--- config.mk ---
export PLATFORM = sky130hd
export DESIGN_NAME = load_store_unit
export DESIGN_NICKNAME = d
export VERILOG_FILES = /design/src/rtl/load_store_unit.sv
export SDC_FILE = /design/constraint.sdc
export NUM_CORES = 1
export LEC_CHECK = 0
export ABC_AREA = 0
export ABC_CLOCK_PERIOD_IN_PS = 4000
export BUFFER_PORTS_ARGS = -buffer_cell sky130_fd_sc_hd__buf_2
export CAP_MARGIN = 20
export CORE_MARGIN = 4
export CORE_UTILIZATION = 52
export DETAILED_ROUTE_END_ITERATION = 16
export GPL_ROUTABILITY_DRIVEN = 0
export PLACE_DENSITY = 0.83
export SLEW_MARGIN = 40
export SYNTH_ARGS = -nofsm -noshare
export SYNTH_HDL_FRONTEND = slang
export SYNTH_SLANG_ARGS = --single-unit
--- constraint.sdc ---
create_clock -name clk -period 4 [get_ports clk]
set_input_delay 0.4 -clock clk [delete_from_list [all_inputs] [get_ports clk]]
set_output_delay 0.4 -clock clk [all_outputs]
set_load 0.01 [all_outputs]
--- src/rtl/load_store_unit.sv ---
// load_store_unit: initiator side of the 64-bit word-indexed data memory.
// Ports: req_* (load/store request, valid/ready), resp_* (response,
// valid/ready), mem_* (word address, merged write data, write strobe,
// combinational read data). Sub-word stores are read-modify-write.
// Optional macro LSU_MISALIGN_TRAP_EN: reject misaligned requests with
// resp_error instead of force-aligning them.
module load_store_unit #(
    parameter int WORDSIZE = 64
) (
    input  logic                clk,
    input  logic                rst,
    input  logic                req_valid,
    output logic                req_ready,
    input  logic                req_write,
    input  logic [2:0]          req_funct3,
    input  logic [WORDSIZE-1:0] req_addr,
    input  logic [WORDSIZE-1:0] req_wdata,
    output logic                resp_valid,
    input  logic                resp_ready,
    output logic [WORDSIZE-1:0] resp_rdata,
    output logic                resp_error,
    output logic [WORDSIZE-1:0] mem_addr,
    output logic [WORDSIZE-1:0] mem_wdata,
    output logic                mem_write_en,
    input  logic [WORDSIZE-1:0] mem_rdata
);

    typedef enum logic [1:0] {IDLE, ACCESS, WRITE, RESP} state_t;

    state_t              state_q, state_d;
    logic                write_q, write_d;
    logic [2:0]          funct3_q, funct3_d;
    logic [2:0]          off_q, off_d;
    logic [WORDSIZE-1:0] wdata_q, wdata_d;
    logic                req_ready_q, req_ready_d;
    logic                resp_valid_q, resp_valid_d;
    logic [WORDSIZE-1:0] resp_rdata_q, resp_rdata_d;
    logic                resp_error_q, resp_error_d;
    logic [WORDSIZE-1:0] mem_addr_q, mem_addr_d;
    logic [WORDSIZE-1:0] mem_wdata_q, mem_wdata_d;
    logic                mem_write_en_q, mem_write_en_d;

    // Access size minus one, in bytes: 0, 1, 3 or 7.
    function automatic logic [2:0] size_m1(input logic [1:0] sz);
        logic [2:0] m;
        unique case (sz)
            2'd0:    m = 3'd0;
            2'd1:    m = 3'd1;
            2'd2:    m = 3'd3;
            default: m = 3'd7;
        endcase
        return m;
    endfunction

    logic [2:0]          req_m1;
    logic                req_misal;
    logic                req_illegal;
    logic                req_err;
    logic [2:0]          cur_m1;
    logic [WORDSIZE-1:0] rd_shift;
    logic [WORDSIZE-1:0] wd_shift;
    logic [WORDSIZE-1:0] rd_ext;
    logic [WORDSIZE-1:0] merged;
    logic [3:0]          lane_lo;
    logic [3:0]          lane_hi;

    always_comb begin
        req_m1      = size_m1(req_funct3[1:0]);
        req_misal   = |(req_addr[2:0] & req_m1);
        // Loads reject only 111; stores reject every unsigned code too.
        req_illegal = (req_funct3 == 3'b111) || (req_write && req_funct3[2]);
`ifdef LSU_MISALIGN_TRAP_EN
        req_err     = req_illegal || req_misal;
`else
        req_err     = req_illegal;
`endif
    end

    always_comb begin
        cur_m1   = size_m1(funct3_q[1:0]);
        rd_shift = mem_rdata >> {off_q, 3'b000};
        wd_shift = wdata_q << {off_q, 3'b000};
        rd_ext   = '0;
        unique case (funct3_q)
            3'b000:  rd_ext = {{(WORDSIZE-8){rd_shift[7]}}, rd_shift[7:0]};
            3'b001:  rd_ext = {{(WORDSIZE-16){rd_shift[15]}}, rd_shift[15:0]};
            3'b010:  rd_ext = {{(WORDSIZE-32){rd_shift[31]}}, rd_shift[31:0]};
            3'b011:  rd_ext = rd_shift;
            3'b100:  rd_ext = {{(WORDSIZE-8){1'b0}}, rd_shift[7:0]};
            3'b101:  rd_ext = {{(WORDSIZE-16){1'b0}}, rd_shift[15:0]};
            3'b110:  rd_ext = {{(WORDSIZE-32){1'b0}}, rd_shift[31:0]};
            default: rd_ext = '0;
        endcase
        // Replace lanes off..off+size-1; off is already size-aligned.
        lane_lo = {1'b0, off_q};
        lane_hi = {1'b0, off_q} + {1'b0, cur_m1};
        merged  = mem_rdata;
        for (int k = 0; k < 8; k++) begin
            if (4'(k) >= lane_lo && 4'(k) <= lane_hi) begin
                merged[8*k +: 8] = wd_shift[8*k +: 8];
            end
        end
    end

    always_comb begin
        state_d        = state_q;
        write_d        = write_q;
        funct3_d       = funct3_q;
        off_d          = off_q;
        wdata_d        = wdata_q;
        req_ready_d    = req_ready_q;
        resp_valid_d   = resp_valid_q;
        resp_rdata_d   = resp_rdata_q;
        resp_error_d   = resp_error_q;
        mem_addr_d     = mem_addr_q;
        mem_wdata_d    = mem_wdata_q;
        mem_write_en_d = 1'b0;
        unique case (state_q)
            IDLE: begin
                if (req_valid && req_ready_q) begin
                    write_d     = req_write;
                    funct3_d    = req_funct3;
                    off_d       = req_addr[2:0] & ~req_m1;
                    wdata_d     = req_wdata;
                    mem_addr_d  = req_addr >> 3;
                    req_ready_d = 1'b0;
                    if (req_err) begin
                        state_d      = RESP;
                        resp_valid_d = 1'b1;
                        resp_error_d = 1'b1;
                        resp_rdata_d = '0;
                    end else begin
                        state_d = ACCESS;
                    end
                end
            end
            ACCESS: begin
                if (write_q) begin
                    mem_wdata_d    = merged;
                    mem_write_en_d = 1'b1;
                    state_d        = WRITE;
                end else begin
                    resp_rdata_d = rd_ext;
                    resp_valid_d = 1'b1;
                    state_d      = RESP;
                end
            end
            WRITE: begin
                resp_rdata_d = '0;
                resp_valid_d = 1'b1;
                state_d      = RESP;
            end
            RESP: begin
                if (resp_ready) begin
                    resp_valid_d = 1'b0;
                    resp_error_d = 1'b0;
                    req_ready_d  = 1'b1;
                    state_d      = IDLE;
                end
            end
            default: state_d = IDLE;
        endcase
    end

    always_ff @(posedge clk) begin
        if (rst) begin
            state_q        <= IDLE;
            write_q        <= 1'b0;
            funct3_q       <= 3'b000;
            off_q          <= 3'b000;
            wdata_q        <= '0;
            req_ready_q    <= 1'b1;
            resp_valid_q   <= 1'b0;
            resp_rdata_q   <= '0;
            resp_error_q   <= 1'b0;
            mem_addr_q     <= '0;
            mem_wdata_q    <= '0;
            mem_write_en_q <= 1'b0;
        end else begin
            state_q        <= state_d;
            write_q        <= write_d;
            funct3_q       <= funct3_d;
            off_q          <= off_d;
            wdata_q        <= wdata_d;
            req_ready_q    <= req_ready_d;
            resp_valid_q   <= resp_valid_d;
            resp_rdata_q   <= resp_rdata_d;
            resp_error_q   <= resp_error_d;
            mem_addr_q     <= mem_addr_d;
            mem_wdata_q    <= mem_wdata_d;
            mem_write_en_q <= mem_write_en_d;
        end
    end

    assign req_ready    = req_ready_q;
    assign resp_valid   = resp_valid_q;
    assign resp_rdata   = resp_rdata_q;
    assign resp_error   = resp_error_q;
    assign mem_addr     = mem_addr_q;
    assign mem_wdata    = mem_wdata_q;
    assign mem_write_en = mem_write_en_q;

endmodule

==> flow_summary.yaml, run 1 <==
run:
  max_cap_violations: 0
cells_and_area:
  drive_gt1_share_pct: 30.0
  multi_input_area_um2: 7350
  final_nets: 2036
  fillers: 2043
  final-seq-area_um2: 5330
  syn2layout_area_growth_pct: 23.5
  layout.cells.non_filler: 2182
clock_network:
  cts_tree: "done"
  cts_setup_buffers: 0
  clk_latency_ps: 560
  cts_root_buffer: "clkbuf_16"
  cts_sinks: 266
  post_cts_resized: 0
  cts_buffers: 28
  cts_max_level: 1
  cts.reportedPaths.clkPinSlew_ps: 70
  ctsHoldBuffers: 0
  cts_buffer_depth: 3
global_route:
  grt_usage_pct: 32.4
  grt_pass1_vias: 12400
  grt_pass1_wl_um: 72900
  grt_max_degree: 86
  antenna_found_initial: 6
  grt.overflow.total: 0
sta:
  hold_viol: 0
  period_needed_ps: 3070
  rsz0062_at_grt: "no"
  setup_slack_ps: 930
  fin_hold_ws_ps: 83.3
  slew_viol_final: 0
  final.period_utilization_pct: 76.8
  setup_tns_ps: 0
  slew_headroom_pct: 44.4
  fin_worst_skew_ps: 25.0
  timing.fmax_ghz: 0.326
  setup_viol: 0
  worstMarginPinSlew_ps: 833
critical_path:
  cp-start-kind: "flop"
  cp.arrival_ps: 3510
  required_ps: 4440
  critPathMaxFanout: 35
  critPathKind: "reg -> reg"
  crit_path_end_kind: "flop"
routing:
  via_count: 13400
  drtIter0Drc: 1946
  ant_nets: 0
  vias_per_cell: 6.16
  dr.pass1.iters: 8
  wl_um: 48900
  drc: 0
  wl_per_cell_um: 22.4
placed_design:
  dp_cells: 2126
  io_buffers: 392
  place_ws_ps: 1040
  dp_hpwl_um: 37100
synth:
  async_flop_share_pct: 0
  syn-instance-count: 1510
  seq_area_frac_synth_pct: 40.0
  ys_types: 65
  synth-main-ff-cell: "dfxtp_1"
  synth_area_um2: 13300
  syn_avg_cell_area_um2: 8.81
  synth_edf_count: 0
  yosys_warnings: 0
  ys_ff_latch: 266
status:
  status: "completed"
power:
  powerDensity_nw_per_um2: 552
  static-leakage-power_uw: 0.00704
  ir_drop_mv: 0.398
floorplanning:
  die_area_um2: 28200
  die_w_um: 168
  coreArea_um2: 25200
  num_rows: 58
  num_io_pins: 396
  die_h_um: 168
  start_util_pct: 52.8
hold_path:
  hp-class: "in -> reg"
-- placed cells by master, fill, tap and decap left out, drive strengths merged, types with 11 or more instances in the layout --
cell / Yosys / final
a211o: 11 / 11
dfxtp: 266 / 266
a21o: 13 / 13
mux2i: 98 / 98
a21oi: 172 / 172
nor2: 73 / 73
a22oi: 18 / 18
o21ai: 33 / 33
or2: 11 / 11
buf: 52 / 415
nand2: 363 / 363
nand2b: 17 / 17
mux2: 22 / 22
a211oi: 21 / 21
clkbuf: 78 / 35
inv: 19 / 20
a2bb2oi: 12 / 12
a221o: 53 / 53
mux4: 45 / 45
-- through the flow --
| stage | utilization [%] | total power (uW) | cell area [um^2] |
|---|---|---|---|
| 2_1_floorplan | - | 5040 | 13300 |
| 3_3_place_gp | 60.7 | 5930 | 15300 |
| 3_5_place_dp | 60.8 | 6000 | 15300 |
| 4_1_cts | 65.1 | 9030 | 16400 |
| 5_1_grt | 65.2 | 9430 | 16400 |
| 6_report | 65.3 | 9060 | 16400 |
-- metal layers --
| layer | GRT usage (%) | share of wire (%) | vias up |
|---|---|---|---|
| li1 | - | - | 6052 |
| met1 | 41.9 | 36 | 6195 |
| met2 | 50.6 | 45 | 968 |
| met3 | 7.91 | 13 | 214 |
| met4 | 16.5 | 6.7 | 6 |
| met5 | 0 | 0.078 | - |
-- flip-flops by register name, indices dropped and copies added (netlist names) --
register / flops
mem_wdata: 64
wdata_q: 64
resp_rdata: 64
state_q: 2
req_ready: 1
mem_write_en: 1
write_q: 1
resp_valid: 1
mem_addr: 61
resp_error: 1
funct3_q: 3
off_q: 3
-- synthesized netlist by cell type, types with 5 or more instances --
| master | n | share of area, % |
|---|---|---|
| nand2_1 | 363 | 10 |
| mux2_2 | 20 | 1.7 |
| buf_1 | 7 | 0.20 |
| buf_2 | 28 | 1.1 |
| dfxtp_1 | 266 | 40 |
| inv_1 | 19 | 0.54 |
| nand2b_1 | 17 | 0.80 |
| buf_6 | 6 | 0.51 |
| and2_1 | 5 | 0.24 |
| nand3b_1 | 9 | 0.51 |
| or2_2 | 7 | 0.33 |
| o21ai_0 | 20 | 0.75 |
| o32ai_1 | 9 | 0.59 |
| o211ai_1 | 9 | 0.51 |
| a32o_1 | 9 | 0.68 |
| a211oi_1 | 21 | 1.2 |
| and3_1 | 10 | 0.47 |
| a21o_1 | 13 | 0.73 |
| a211o_1 | 11 | 0.72 |
| buf_4 | 11 | 0.62 |
| o21ai_1 | 12 | 0.45 |
| a22oi_1 | 18 | 1.0 |
| mux2i_1 | 98 | 7.4 |
| a21oi_1 | 171 | 6.4 |
| ha_1 | 8 | 0.75 |
| clkbuf_1 | 78 | 2.2 |
| nor3_1 | 5 | 0.19 |
| nor2_1 | 73 | 2.1 |
| nand3_1 | 9 | 0.34 |
| a2bb2oi_1 | 12 | 0.79 |
| o221ai_1 | 8 | 0.53 |
| o22ai_1 | 9 | 0.42 |
| mux4_2 | 45 | 7.6 |
| a221o_1 | 53 | 4.0 |
| nor2b_1 | 7 | 0.33 |
-- cell type report --
class | instances | share of cell area [%]
Multi-Input combinational cell | 1097 | 44.7
Sequential cell | 266 | 32.5
Timing Repair Buffer | 415 | 13.2
Clock buffer | 35 | 4.68
Tap cell | 330 | 2.51
Clock inverter | 17 | 1.91
Inverter | 19 | 0.434
Antenna cell | 3 | 0.0457
-- power breakdown --
group	switching, uW	total, uW	internal, uW
clock	1100	3040	1940
combinational	1610	2610	1000
sequential	375	3420	3040
total	3080	9060	5980
-- worst max-delay path, stage by stage (launching register included) --
cell and delay, ps:
dfxtp_4 650, inv_1 350, fa_1 640, nor2b_1 80
a21o_1 180, a221o_1 510, and3_1 250, o32ai_1 270
-- kinds of logic (layout without fill, tap and decap cells) --
group                      after synthesis  after routing  synth area share (%)
AOI/OAI and AO/OA                      398            398                  20.5
xor gates and xnor gates                 1              1                0.0659
adders and majority gates                9              9                 0.903
buffers and inverters                  149            486                  5.12
DFF                                    266            266                  40.0
muxes                                  165            165                  16.9
other                                    1              6                0.0282
and+or+nand+nor                        521            521                  16.5
-- final timing paths --
| path | endpoint | from | cells past startpoint | slack, ps |
|---|---|---|---|---|
| worst max-delay path | mem_wdata[60] | off_q[1] | 7 | 930 |
| worst min register to register | mem_wdata[8] | mem_wdata[8] | 2 | 450 |
| worst max register to register | mem_wdata[60] | off_q[1] | 7 | 930 |
| worst min-delay path | mem_addr[16] | req_addr[19] | 3 | 80 |
(Power assumes the default switching activity.)
==> run 2: changes to the inputs <==
- ABC_CLOCK_PERIOD_IN_PS: 4000 -> 3000
- clock period: 4 -> 3 ns (I/O delays scaled with it)
==> run 2 against run 1 <==
Cell area grew 3.3%. Global-route usage up 1.4 points. Clock skew increased by 2.0 ps. Die area is the same. Critical path depth increased by 3. Clock-buffer cell count is 6 higher. Sequential power increased by 33%. Cell count grew 3.2%. Core utilization is 2.2 points higher. Worst setup slack worse by 720 ps. Flip-flop and latch count stayed put. Largest cell class unchanged. Largest power group unchanged.
==> flow_summary.yaml, run 2 (synthesis results as in run 1) <==
routing:
  via_count: 13900
  vias_per_cell: 6.17
  wl_um: 50400
  drc: 0
  wl_per_cell_um: 22.4
  drtIter0Drc: 2048
  ant_nets: 0
  dr.pass1.iters: 8
hold_path:
  holdPathStages: 3
  min-delay-start: "req_wdata[14]"
  hp-class: "in -> reg"
  worst_hold_path.endpoint: "wdata_q[14]"
floorplanning:
  coreArea_um2: 25200
  num_rows: 58
  die_w_um: 168
  die_area_um2: 28200
  num_io_pins: 396
  die_h_um: 168
  start_util_pct: 52.8
global_route:
  antenna_found_initial: 2
  grt_usage_pct: 33.8
  grt_pass1_vias: 12800
  grt_max_degree: 97
  grt_pass1_wl_um: 75700
  grt.overflow.total: 0
sta:
  rsz0062_at_grt: "no"
  period_needed_ps: 2790
  fin_worst_skew_ps: 27.0
  hold_viol: 0
  timing.fmax_ghz: 0.359
  worstMarginPinSlew_ps: 784
  setup_slack_ps: 213
  setup_tns_ps: 0
  slew_viol_final: 0
  setup_viol: 0
  final.period_utilization_pct: 92.9
  slew_headroom_pct: 47.7
power:
  powerDensity_nw_per_um2: 683
  static-leakage-power_uw: 0.00728
  ir_drop_mv: 0.550
  total_power_uw: 11600
cells_and_area:
  final-seq-area_um2: 5330
  fin_util_pct: 67.4
  final_common_cell: "buf_2"
  final_nets: 2110
  multi_input_area_um2: 7350
  fillers: 1955
  final_cell_mix: "391 x buf_2, 363 x nand2_1, 264 x dfxtp_1"
  syn2layout_area_growth_pct: 27.6
  drive_gt1_share_pct: 29.0
run:
  max_cap_violations: 0
placed_design:
  io_buffers: 392
  place_ws_ps: 272
  dp_hpwl_um: 37200
clock_network:
  cts_tree: "done"
  cts_buffer_depth: 3
  cts_sinks: 266
  cts_root_buffer: "clkbuf_16"
  clk_latency_ps: 550
  cts_max_level: 1
  cts.reportedPaths.clkPinSlew_ps: 60
  cts_buffers: 28
  post_cts_resized: 0
critical_path:
  r2r_end: "mem_wdata[60]"
  timing.rr.start: "funct3_q[0]"
  cp-start-kind: "flop"
  critPathMaxFanout: 16
  reg2reg_depth: 10
  critPathKind: "reg -> reg"
  cp.arrival_ps: 3210
  required_ps: 3420
  r2r_slack_ps: 210
  crit_path_end_kind: "flop"
status:
  status: "completed"
[run 2: timing repair]
| action | in CTS | in global routing |
|---|---|---|
| hold buffers | 66 | 1 |
| hold endpoints to repair | 66 | 1 |
| setup buffers | 0 | 0 |
| setup endpoints to repair | 0 | 0 |
[run 2: worst max-delay path by stage]
stage	cells past startpoint	endpoint	from	slack [ps]
detailed placement	10	mem_wdata[61]	funct3_q[0]	270
floorplan	11	mem_wdata[61]	off_q[1]	200
global placement	10	mem_wdata[62]	funct3_q[0]	380
global route	10	mem_wdata[60]	funct3_q[0]	20
CTS	10	mem_wdata[60]	funct3_q[0]	230
finish	10	mem_wdata[60]	funct3_q[0]	210
[run 2: layout make-up]
type                       instances  share of cell area [%]
clock inverter                     8                   0.398
sequential                       266                    31.4
tap                              330                    2.43
inverter                          19                   0.420
timing repair buffer             489                    17.1
clock buffer                      41                    4.95
antenna                            1                  0.0147
multi-input combinational       1097                    43.3
[run 2: power breakdown]
part	leakage (uW)	switching, uW	internal [uW]
clock	0.000451	1400	2010
combinational	0.00466	2200	1420
sequential	0.00216	495	4060
total	0.00728	4100	7490
[run 2: stage by stage]
stage                     cells  area [um^2]  hold slack (ps)
after floorplan            1512        13300              433
after global placement     2134        15400              435
after detailed placement   2134        15400              439
after CTS                  2249        17000           0.0343
after global routing       2250        17000             3.95
final                      2251        17000             8.10
[run 2: critical path, stage by stage (launching register included)]
cell	delay, ps
dfxtp_1	500
nor2_1	110
inv_1	70
ha_1	160
inv_1	50
fa_1	510
nor2b_1	80
a21o_1	180
a221o_1	490
and3_1	250
o32ai_1	280
[run 2: layer usage]
metal	track usage, %	vias up	share of wire, %
met5	0	-	0.030
met4	19.8	4	7.1
met3	8.59	221	12
met2	53.5	1024	45
met1	41.9	6425	36
li1	-	6208	-
